$ cat src/rtl/wb_arbiter.sv
// Writeback arbiter: merges ALU results and buffered load returns onto one register-file write port.
// Optional load extraction/extension is enabled with `define WB_LOAD_EXT_EN.
module wb_arbiter #(
  parameter int DEPTH        = 2,
  parameter int STARVE_LIMIT = 4
) (
  input  logic                     clk,
  input  logic                     rst_n,
  input  logic                     aluValid_i,
  input  logic [4:0]               aluRd_i,
  input  logic [31:0]              aluVal_i,
  output logic                     stall_o,
  input  logic                     ldValid_i,
  output logic                     ldReady_o,
  input  logic [4:0]               ldRd_i,
  input  logic [31:0]              ldData_i,
  input  logic [2:0]               ldFunct3_i,
  input  logic [1:0]               ldAddrLo_i,
  output logic [4:0]               rdNum_o,
  output logic [31:0]              rdVal_o,
  output logic                     regWrite_o,
  output logic [$clog2(DEPTH):0]   pendCnt_o
);

  localparam int PW = $clog2(DEPTH);
  localparam int CW = PW + 1;
  localparam int AW = $clog2(STARVE_LIMIT + 1);
  localparam logic [CW-1:0] FULL_CNT = CW'(DEPTH);
  localparam logic [AW-1:0] AGE_MAX  = AW'(STARVE_LIMIT);

  logic [4:0]    rd_mem_q  [DEPTH];
  logic [31:0]   val_mem_q [DEPTH];
  logic [PW-1:0] wr_ptr_q, wr_ptr_d, rd_ptr_q, rd_ptr_d;
  logic [CW-1:0] cnt_q, cnt_d;
  logic [AW-1:0] age_q, age_d;
  logic          stall_q, stall_d;
  logic          wr_en_q, wr_en_d;
  logic [4:0]    rd_num_q, rd_num_d;
  logic [31:0]   rd_val_q, rd_val_d;
  logic          push, pop, empty, ld_acc, ld_write, alu_write;
  logic [31:0]   ld_ext;

`ifdef WB_LOAD_EXT_EN
  logic [7:0]  ld_byte;
  logic [15:0] ld_half;
  always_comb begin
    ld_byte = ldData_i[{ldAddrLo_i, 3'b000} +: 8];
    ld_half = ldAddrLo_i[1] ? ldData_i[31:16] : ldData_i[15:0];
    case (ldFunct3_i)
      3'b000:  ld_ext = {{24{ld_byte[7]}}, ld_byte};
      3'b001:  ld_ext = {{16{ld_half[15]}}, ld_half};
      3'b100:  ld_ext = {24'd0, ld_byte};
      3'b101:  ld_ext = {16'd0, ld_half};
      default: ld_ext = ldData_i;
    endcase
  end
`else
  logic unused_ext;
  assign unused_ext = ^{ldFunct3_i, ldAddrLo_i};
  assign ld_ext     = ldData_i;
`endif

  // Readiness depends only on registered occupancy, so a popping cycle cannot accept into a full FIFO.
  assign ldReady_o = rst_n && (cnt_q < FULL_CNT);

  always_comb begin
    empty     = (cnt_q == '0);
    ld_acc    = ldValid_i && ldReady_o;
    ld_write  = ld_acc && (ldRd_i != 5'd0);
    alu_write = aluValid_i && (aluRd_i != 5'd0);
    push      = 1'b0;
    pop       = 1'b0;
    wr_en_d   = 1'b0;
    rd_num_d  = '0;
    rd_val_d  = '0;
    if (stall_q && !empty) begin
      pop      = 1'b1;
      push     = ld_write;
      wr_en_d  = 1'b1;
      rd_num_d = rd_mem_q[rd_ptr_q];
      rd_val_d = val_mem_q[rd_ptr_q];
    end else if (alu_write) begin
      push     = ld_write;
      wr_en_d  = 1'b1;
      rd_num_d = aluRd_i;
      rd_val_d = aluVal_i;
    end else if (!empty) begin
      pop      = 1'b1;
      push     = ld_write;
      wr_en_d  = 1'b1;
      rd_num_d = rd_mem_q[rd_ptr_q];
      rd_val_d = val_mem_q[rd_ptr_q];
    end else if (ld_write) begin
      wr_en_d  = 1'b1;
      rd_num_d = ldRd_i;
      rd_val_d = ld_ext;
    end

    wr_ptr_d = push ? wr_ptr_q + PW'(1) : wr_ptr_q;
    rd_ptr_d = pop  ? rd_ptr_q + PW'(1) : rd_ptr_q;
    case ({push, pop})
      2'b10:   cnt_d = cnt_q + CW'(1);
      2'b01:   cnt_d = cnt_q - CW'(1);
      default: cnt_d = cnt_q;
    endcase

    // Age saturates at the limit; the stall lasts one cycle because that cycle always pops.
    if (pop || empty)          age_d = '0;
    else if (age_q != AGE_MAX) age_d = age_q + AW'(1);
    else                       age_d = age_q;
    stall_d = !stall_q && (age_q == AGE_MAX) && !pop && !empty;
  end

  always_ff @(posedge clk) begin
    if (!rst_n) begin
      wr_ptr_q <= '0;
      rd_ptr_q <= '0;
      cnt_q    <= '0;
      age_q    <= '0;
      stall_q  <= 1'b0;
      wr_en_q  <= 1'b0;
      rd_num_q <= '0;
      rd_val_q <= '0;
    end else begin
      wr_ptr_q <= wr_ptr_d;
      rd_ptr_q <= rd_ptr_d;
      cnt_q    <= cnt_d;
      age_q    <= age_d;
      stall_q  <= stall_d;
      wr_en_q  <= wr_en_d;
      rd_num_q <= rd_num_d;
      rd_val_q <= rd_val_d;
    end
  end

  always_ff @(posedge clk) begin
    if (push) begin
      rd_mem_q[wr_ptr_q]  <= ldRd_i;
      val_mem_q[wr_ptr_q] <= ld_ext;
    end
  end

  assign stall_o    = stall_q;
  assign regWrite_o = wr_en_q;
  assign rdNum_o    = rd_num_q;
  assign rdVal_o    = rd_val_q;
  assign pendCnt_o  = cnt_q;

endmodule

$ cat config.mk
export PLATFORM = sky130hd
export DESIGN_NAME = wb_arbiter
export DESIGN_NICKNAME = d
export VERILOG_FILES = /design/src/rtl/wb_arbiter.sv
export SDC_FILE = /design/constraint.sdc
export NUM_CORES = 1
export LEC_CHECK = 0
export CAP_MARGIN = 20
export CORE_MARGIN = 1.5
export CORE_UTILIZATION = 43
export DETAILED_ROUTE_END_ITERATION = 10
export PLACE_DENSITY = 0.73
export SLEW_MARGIN = 20
export SYNTH_ARGS = -nofsm -noshare
export SYNTH_HDL_FRONTEND = slang
export SYNTH_SLANG_ARGS = --single-unit
export TNS_END_PERCENT = 1
$ cat constraint.sdc
create_clock -name clk -period 4 [get_ports clk]
set_clock_uncertainty 0.2 [all_clocks]
set_input_delay 1 -clock clk [delete_from_list [all_inputs] [get_ports clk]]
set_output_delay 1 -clock clk [all_outputs]
set_load 0.01 [all_outputs]
Word level (Yosys, flattened, before mapping):

Memory sizes are Yosys's and may differ from the RTL's. A register that Yosys moved wholly into a read port is not among the register bits.
Index checks and enable logic that the tools add are counted.

* word-level logic and storage cells: 63
* bits of input ports: 83
* memories kept: 2
* bits in writable memories: 74
* flip-flop bits (word level): 46

* $lt $le $gt $ge: 1
* add/subtract/negate cells: 5
* bitwise gates (word level): 1
* mux-type cells: 25
* equal/unequal tests: 4
* reduce and logical (&&, ||, !) cells: 17

Memory list
* val_mem_q: words 2, bits a word 32, read ports 1, clocked after Yosys merged registers in 1, wr ports 1, line 32 `logic [31:0] val_mem_q [DEPTH];`
* rd_mem_q: words 2, bits a word 5, read ports 1, clocked after Yosys merged registers in 1, wr ports 1, line 31 `logic [4:0] rd_mem_q [DEPTH];`

Operators by type and width (count)
* $mux 32: 4
* $mux 5: 4
* $mux 1: 16
* $reduce_bool 5->1: 2
* $logic_and 1x1->1: 8
* $pmux 2 s2: 1
* $add 3x1->3 const B: 1
* $eq 3x3->1 const B: 1
* $logic_not 1->1: 3
* $ne 3x3->1 const B: 1
* $add 1x1->1 const B: 2
* $add 2x1->2 const B: 1
* $eq 2x1->1 const B: 1
* $eq 2x2->1 const B: 1
* $logic_not 2->1: 1
* $lt 2x2->1 const B: 1
* $reduce_bool 2->1: 1
* $reduce_or 2->1: 1
* $sub 2x1->2 const B: 1
* $logic_or 1x1->1: 1
* $not 1->1: 1

Longest topological paths before layout:

Gate-level depths: netlist (run 1).

* word-level depth: 9
* mapped depth: 9
* depth with buffers taken out: 7

Least setup slack after synthesis (run 1):

OpenSTA, ideal clock, no wires.

* path kind: in2reg
* from: input port aluRd_i[3]
* to: memory rd_mem_q[0][0], enable pin
* data required time: 3369 ps
* slack: -128 ps
* data arrival time: 3497 ps
* stages: 5
* cells stage by stage: or3_1 o32ai_4 or3_2 clkbuf_1 nor2_1

* longest elaborated chain between the ends: 6

Ends and longest elaborated chain
* start, declared: line 10 `input logic [4:0] aluRd_i,`
* $reduce_bool 5->1: line 70 `alu_write = aluValid_i && (aluRd_i != 5'd0);`
* $logic_and 1x1->1: line 70
* $mux 1: line 82 `end else if (alu_write) begin`
* $mux 1: line 76 `if (stall_q && !empty) begin`
* $mux 1: line 137 `if (push) begin`
* $mux 1 (implied by the code): line 138 `rd_mem_q[wr_ptr_q] <= ldRd_i;`
* end, declared: line 31

No other way between the ends.

Worst setup path in the final report (run 1):

* from: input port rst_n
* to: output port ldReady_o

* longest elaborated chain between the ends: 1

Ends and longest elaborated chain
* start, declared: line 8 `input logic rst_n,`
* $logic_and 1x1->1: line 64 `assign ldReady_o = rst_n && (cnt_q < FULL_CNT);`
* end, declared: line 14 `output logic ldReady_o,`

No other way between the ends.

==> summary.md, run 1 <==
| Metric | Value |
|---|---|
| Outcome | `finished, final reports clean` |
| Top cell types by occurrence after synthesis | `sky130_fd_sc_hd__edfxtp_1, sky130_fd_sc_hd__dfxtp_1, sky130_fd_sc_hd__mux2i_1` |
| Number of antenna violations at the first check in global routing | `0` |
| Tightest Pin Transition | `715 ps` |
| # resized after CTS | `0` |
| CTS Sinks | `121` |
| DRC errors left | `0` |
| Horizontal die dimension | `107 microns` |
| Count of buffers inserted at the top-level ports | `119` |
| Yosys warnings | `0` |
| Most common cell type on the critical path | `sky130_fd_sc_hd__clkdlybuf4s50_1` |
| Required time at the endpoint of the critical path | `2800 ps` |
| Most repeated cell in the gate-level netlist after synthesis | `sky130_fd_sc_hd__edfxtp_1` |
| RSZ-0062 raised after global routing | `no` |
| Final weighted congestion in routability-driven placement | `0.829` |
| Post-synthesis instance area | `4630 sq um` |
| Clock-pin transition on the worst setup and hold timing paths | `60 ps` |
| Total CTS buffers | `17` |
| Number of DRC markers in iteration 0 | `91` |
| Number of global-route vias before repair | `3167` |
| HP Start | `age_q[2]` |
| Skew-Pair Late Insertion Delay | `500 ps` |
| Largest vdd supply drop | `0.274 mV` |
| R2r setup slk | `1330 ps` |
| Maximum number of pins on one net before global-route repair | `38` |
| Aggregate routed wire length | `9.79 mm` |
| Slew margin rel. | `0.524` |
| Critical path buffer and inverter count | `2` |
| Number of flops mapped to enable cells by yosys | `74` |
| Synth Instances | `305` |
| R2R cell count | `6` |
| Fin. max-slew vios | `0` |
| Num ports | `125` |
| Number of endpoints with negative hold slack in the final report | `0` |
| Ratio of final minimum period to clock period | `0.841` |
| PwrDens | `557 nW/um^2` |
| Number of setup buffers added after CTS | `0` |
| Detail Placement HPWL | `6.30 mm` |
| CTS tree | `built` |
| First-pass detailed-route iteration total | `4` |
| Die Footprint | `11400 sq um` |
| First-pass GRT wire length | `15.8 mm` |
| Share of layout cells above drive strength 1 | `0.112` |
| Filler Cells Inserted | `790` |
| Kind of start point of the critical path | `primary input` |
| Count of antenna diodes in the layout | `0` |
| Sequential cell area fraction in the yosys report | `0.683` |
| Max stage delay cell, worst path | `sky130_fd_sc_hd__clkdlybuf4s50_1` |
| Hold path endpoint | `age_q[1]` |
| Fmax | `297 MHz` |
| Total congestion overflow | `0` |
| Number of hold-repair buffers added at the cts stage | `0` |
| Number of nets produced by synthesis | `391` |
| Vertical extent of the die | `107 microns` |
| Synth area leaders | `sky130_fd_sc_hd__edfxtp_1, sky130_fd_sc_hd__dfxtp_1, sky130_fd_sc_hd__mux2i_1` |
| WL per Instance | `16.8 microns` |
| Synth-to-Final Area Change | `42.7%` |
| Crit path time final | `3360 ps` |
| Top flip-flop cell by instance count after synthesis | `sky130_fd_sc_hd__edfxtp_1` |
| Power Total | `3.68 mW` |
| Reg-to-reg critical path startpoint | `pendCnt_o[0]` |
| Number of H-tree branching levels | `4` |
| MaxCap Viol Count | `0` |
| CTS Buffer Depth | `2` |
| Yosys top cell area share | `0.480` |
| Count of nets left with antenna violations after detail routing | `0` |
| Count of unique library cells instantiated by Yosys | `35` |
| Largest fanout on the critical path | `3` |
| Endpoint of the worst register-to-register path | `pendCnt_o[1]` |
| Initial standard-cell utilization of the core | `0.446` |
| Cell count after placement | `551` |
| Number of cells traversed by the worst hold path | `2` |
| Via-to-Cell Ratio | `5.30` |
| Post-placement worst setup slack | `386 ps` |
| Delay of the slowest cell on the worst path | `540 ps` |
| Pleak | `2.20 nW` |
| Ordered cell list for the critical path | `clkdlybuf4s50_1 > and2b_1 > clkdlybuf4s50_1` |
| Element type at the critical path end | `output pin` |
| Placeable Area | `10400 sq um` |
| # setup viols final | `0` |
| Crit path arrival time | `2160 ps` |
| Clock tree root buffer cell | `sky130_fd_sc_hd__clkbuf_8` |
| Routed via count | `3088` |
| Worst Setup Slack, final | `635 ps` |
| Kind of cell adding the most delay to the critical path | `buffers and inverters` |
| Count of state elements after synthesis | `121` |
| Final #Nets | `520` |
| Placement Rows | `37` |
| Worst hold slack | `322 ps` |
| Post-Synthesis Mean Instance Area | `15.2 sq um` |
| Cell taking the most area after synthesis | `sky130_fd_sc_hd__edfxtp_1` |
| All-layer global routing usage | `0.184` |
| Path type of the worst setup path | `in2out` |
| Type of the tightest min-delay check | `reg2reg` |
| Async set-reset flop share out of synthesis | `0` |
| Non-filler instance count after layout | `583` |
## through the flow
step           area (sq um)  TNS (ps)   util
6_report               6610         0  0.637
4_1_cts                6610         0  0.637
3_5_place_dp           6020         0  0.581
3_3_place_gp           6020         0  0.581
5_1_grt                6610         0  0.637
2_1_floorplan          4630     -9500      -
## final cells by class
type / instances / area [sq um] / share of cell area
Tap cell: 136 / 170 / 0.0258
Clock inverter: 15 / 168 / 0.0254
Clock buffer: 17 / 414 / 0.0627
Sequential cell: 121 / 3170 / 0.479
Multi-Input combinational cell: 162 / 1380 / 0.208
Inverter: 4 / 15.0 / 0.00227
Timing Repair Buffer: 128 / 1300 / 0.196
## cell families after synthesis
family                   count (synthesis)  synth area share
multiplexers                            38            0.0822
flip-flops                             121             0.683
AND/OR/NAND/NOR                         64            0.0908
XOR/XNOR                                 3           0.00568
adder cells (fa/ha/maj)                  3           0.00811
buffers and inverters                   22            0.0232
AO/OA/AOI/OAI                           54             0.107
## power by group
| part | switching, mW | internal [mW] | total [mW] |
|---|---|---|---|
| logic | 0.270 | 0.383 | 0.653 |
| registers | 0.0974 | 1.46 | 1.56 |
| clock network | 0.568 | 0.898 | 1.47 |
| total | 0.935 | 2.74 | 3.68 |
## tightest hold or removal path, delay by kind of cell, from the launching register on
kind | cells | cell delay (ps)
simple gates | 1 | 80
flops | 1 | 330
compound gates | 1 | 60
## state kept, by name, summed over array words and instances (netlist names), named ones only
register	cells
pendCnt_o	2
regWrite_o	1
wr_ptr_q	1
rd_mem_q	10
rd_ptr_q	1
rdNum_o	5
stall_o	1
age_q	3
rdVal_o	32
val_mem_q	64
## worst max-delay path by stage
stage | from | endpoint | slack (ps) | cells past startpoint
after global placement | ldRd_i[1] | pendCnt_o[1] | 440 | 7
after floorplan | aluRd_i[3] | rd_mem_q[0][0] | -130 | 5
after CTS | rst_n | ldReady_o | 630 | 3
after detailed placement | ldRd_i[1] | pendCnt_o[1] | 390 | 7
after global routing | rst_n | ldReady_o | 540 | 3
final | rst_n | ldReady_o | 640 | 3
## metal layers
layer,up-vias,share of wire,track usage
met4,0,0.0034,0.0571
met2,113,0.49,0.307
met3,4,0.070,0.0602
li1,1473,-,-
met1,1498,0.44,0.226
met5,-,0,0
## cell usage in the layout (no fill, tap or decap), types with 4 or more instances in the layout
cell,n
sky130_fd_sc_hd__clkdlybuf4s50_1,119
sky130_fd_sc_hd__edfxtp_1,74
sky130_fd_sc_hd__dfxtp_1,46
sky130_fd_sc_hd__mux2i_1,38
sky130_fd_sc_hd__nor3b_1,32
sky130_fd_sc_hd__a221o_1,30
sky130_fd_sc_hd__clkbuf_16,16
sky130_fd_sc_hd__o21ai_0,9
sky130_fd_sc_hd__nor2_1,7
sky130_fd_sc_hd__nand2_1,6
sky130_fd_sc_hd__buf_4,6
sky130_fd_sc_hd__inv_1,4
sky130_fd_sc_hd__a32oi_1,4
sky130_fd_sc_hd__inv_6,4
sky130_fd_sc_hd__clkinv_4,4
(Power assumes the default switching activity.)
==> run 2: changes to the inputs <==
--- a/config.mk
+++ b/config.mk
@@ -7,9 +7,9 @@
 export LEC_CHECK = 0
 export CAP_MARGIN = 20
 export CORE_MARGIN = 1.5
-export CORE_UTILIZATION = 43
+export CORE_UTILIZATION = 48
 export DETAILED_ROUTE_END_ITERATION = 10
-export PLACE_DENSITY = 0.73
+export PLACE_DENSITY = 0.78
 export SLEW_MARGIN = 20
 export SYNTH_ARGS = -nofsm -noshare
 export SYNTH_HDL_FRONTEND = slang
==> constraint.sdc (replaced) <==
create_clock -name clk -period 3.2 [get_ports clk]
set_clock_uncertainty 0.2 [all_clocks]
set_input_delay 0.8 -clock clk [delete_from_list [all_inputs] [get_ports clk]]
set_output_delay 0.8 -clock clk [all_outputs]
set_load 0.01 [all_outputs]
==> run 2 against run 1 <==
Against the previous run: setup slack worse by 410 ps; via count up 3.6%; global-route usage up 2.2 points; core utilization up 8.2 points; worst hold slack worse by 9.6 ps; routed wire length up 2.0%; clock-buffer cell count up 2; power up 22%; largest power group unchanged; sequential power up 22%; die area down 10%.
==> summary.md, run 2 (same netlist as run 1, synthesis figures left out) <==
| Metric | Value |
|---|---|
| Placeable Area | `9280 sq um (was 10400 sq um)` |
| Required time at the endpoint of the critical path | `2200 ps (was 2800 ps)` |
| Post-placement worst setup slack | `-235 ps (was 386 ps)` |
| Ratio of final minimum period to clock period | `0.929` |
| Placement Rows | `35 (was 37)` |
| CTS tree | `built (unchanged)` |
| RSZ-0062 raised after global routing | `no (unchanged)` |
| Path type of the worst setup path | `in2out (unchanged)` |
| Kind of start point of the critical path | `primary input (unchanged)` |
| Horizontal die dimension | `101 microns (was 107 microns)` |
| Routed via count | `3200 (was 3088)` |
| CTS Buffer Depth | `2 (unchanged)` |
| Largest vdd supply drop | `0.374 mV (was 0.274 mV)` |
| First-pass GRT wire length | `16.0 mm (was 15.8 mm)` |
| # resized after CTS | `0 (unchanged)` |
| Kind of cell adding the most delay to the critical path | `buffers and inverters (unchanged)` |
| Worst hold slack | `312 ps (was 322 ps)` |
| PwrDens | `673 nW/um^2 (was 557 nW/um^2)` |
| Tightest Pin Transition | `850 ps (was 715 ps)` |
| Aggregate routed wire length | `9.98 mm (was 9.79 mm)` |
| Number of global-route vias before repair | `3312 (was 3167)` |
| Total congestion overflow | `0 (unchanged)` |
| Crit path time final | `2970 ps` |
| WL per Instance | `16.9 microns (was 16.8 microns)` |
| Type of the tightest min-delay check | `reg2reg (unchanged)` |
| Number of setup buffers added after CTS | `0 (unchanged)` |
| Filler Cells Inserted | `652 (was 790)` |
| Via-to-Cell Ratio | `5.41 (was 5.30)` |
| Fmax | `337 MHz` |
| Clock-pin transition on the worst setup and hold timing paths | `50 ps (was 60 ps)` |
| R2r setup slk | `580 ps (was 1330 ps)` |
| R2R cell count | `5 (was 6)` |
| Skew-Pair Late Insertion Delay | `490 ps (was 500 ps)` |
| DRC errors left | `0 (unchanged)` |
| Reg-to-reg critical path startpoint | `pendCnt_o[1] (was pendCnt_o[0])` |
| Vertical extent of the die | `101 microns (was 107 microns)` |
| MaxCap Viol Count | `0 (unchanged)` |
| Pleak | `2.26 nW (was 2.20 nW)` |
| Max stage delay cell, worst path | `sky130_fd_sc_hd__clkdlybuf4s50_1 (unchanged)` |
| Destination of the critical timing path | `ldReady_o (unchanged)` |
| Initial standard-cell utilization of the core | `0.499 (was 0.446)` |
| Detail Placement HPWL | `6.62 mm (was 6.30 mm)` |
| Count of buffers inserted at the top-level ports | `119 (unchanged)` |
| Most common cell type on the critical path | `sky130_fd_sc_hd__clkdlybuf4s50_1 (unchanged)` |
| Final #Nets | `535 (was 520)` |
| Crit path arrival time | `1970 ps (was 2160 ps)` |
| Number of DRC markers in iteration 0 | `142 (was 91)` |
| Endpoint of the worst register-to-register path | `rdVal_o[30] (was pendCnt_o[1])` |
| All-layer global routing usage | `0.206 (was 0.184)` |
| Total CTS buffers | `17 (unchanged)` |
| Top library cells by usage in the layout, fill and taps aside | `sky130_fd_sc_hd__clkdlybuf4s50_1, sky130_fd_sc_hd__edfxtp_1, sky130_fd_sc_hd__dfxtp_1 (unchanged)` |
| Die Footprint | `10200 sq um (was 11400 sq um)` |
| Slew margin rel. | `0.433 (was 0.524)` |
| Number of antenna violations at the first check in global routing | `0 (unchanged)` |
| Final weighted congestion in routability-driven placement | `0.865 (was 0.829)` |
| CTS Sinks | `121 (unchanged)` |
| Largest fanout on the critical path | `3 (unchanged)` |
| Ordered cell list for the critical path | `clkdlybuf4s50_1 > and2b_1 > clkdlybuf4s50_1 (unchanged)` |
| Most common cell after layout, fill and taps aside | `sky130_fd_sc_hd__clkdlybuf4s50_1 (unchanged)` |
| Share of layout cells above drive strength 1 | `0.139 (was 0.112)` |
| Max reg flops | `64 (unchanged)` |
| First-pass detailed-route iteration total | `4 (unchanged)` |
| Count of antenna diodes in the layout | `0 (unchanged)` |
| # setup viols final | `0 (unchanged)` |
| Number of endpoints with negative hold slack in the final report | `0 (unchanged)` |
| Delay of the slowest cell on the worst path | `540 ps (about the same)` |
| Fin. max-slew vios | `0 (unchanged)` |
| Startpoint of the worst setup timing path | `rst_n (unchanged)` |
| Outcome | `finished, final reports clean (unchanged)` |
| Maximum number of pins on one net before global-route repair | `36 (was 38)` |
| Register with the most flip-flops | `val_mem_q (unchanged)` |
| Num ports | `125 (unchanged)` |
| Number of cells traversed by the worst hold path | `2 (unchanged)` |
| Number of hold-repair buffers added at the cts stage | `0 (unchanged)` |
| Total stage count of the critical path | `3 (unchanged)` |
| Synth-to-Final Area Change | `44.3% (was 42.7%)` |
| Critical path buffer and inverter count | `2 (unchanged)` |
| Count of nets left with antenna violations after detail routing | `0 (unchanged)` |
| Element type at the critical path end | `output pin (unchanged)` |
| Clock tree root buffer cell | `sky130_fd_sc_hd__clkbuf_8 (unchanged)` |
| Number of H-tree branching levels | `4 (unchanged)` |
| Worst Setup Slack, final | `229 ps (was 635 ps)` |
-- run 2: cell types whose count changed in the layout (fill, tap and decap cells not counted), sizes merged --
cell | before | now
bufinv | 2 | 1
buf | 9 | 24
clkinvlp | 3 | 4
clkbuf | 17 | 19
inv | 9 | 4
clkinv | 5 | 8
-- run 2: worst min-delay path by stage --
| stage | start | end |
|---|---|---|
| floorplan | wr_ptr_q | wr_ptr_q |
| global placement | rd_ptr_q | flip-flop |
| CTS | rd_ptr_q | flip-flop |
| finish | rd_ptr_q | flip-flop |
| global route | age_q[1] | age_q[1] |
| detailed placement | rd_ptr_q | flip-flop |
-- run 2: routing by layer --
metal | part of all wire | track usage | up-vias
met4 | 0.0068 | 0.0791 | 0
met1 | 0.45 | 0.269 | 1555
met5 | 0 | 0 | -
met3 | 0.068 | 0.0524 | 10
met2 | 0.48 | 0.332 | 135
li1 | - | - | 1500
-- run 2: power by group --
| group | internal [mW] | switching [mW] | leakage [nW] |
|---|---|---|---|
| registers | 1.83 | 0.0862 | 1.06 |
| clock network | 1.02 | 0.658 | 0.253 |
| logic | 0.523 | 0.383 | 0.945 |
-- run 2: cell type report --
cell class,instances,area [sq um],share of cell area
flip-flops and latches,121,3160,0.474
clock buffers,19,422,0.0631
repair buffers,143,1430,0.215
inverters,4,15.0,0.00225
clock inverters,13,108,0.0161
multi-input cells,162,1380,0.206
well taps,129,161,0.0242
-- run 2: through the flow --
stage	setup TNS, ps	utilization	power (mW)	instance area (sq um)	cells
floorplan	-9430	-	2.39	4630	305
global placement	-2840	0.662	2.83	6150	559
detailed placement	-4430	0.662	2.86	6150	559
CTS	0	0.719	4.53	6680	591
global route	0	0.719	4.67	6680	591
finish	0	0.719	4.50	6680	591
-- run 2: worst register-to-register path, delay by kind of cell (launching register included) --
kind	cells	cell delay [ps]
simple gates	2	1350
flops	1	400
compound gates	2	320
buf+inv	1	290
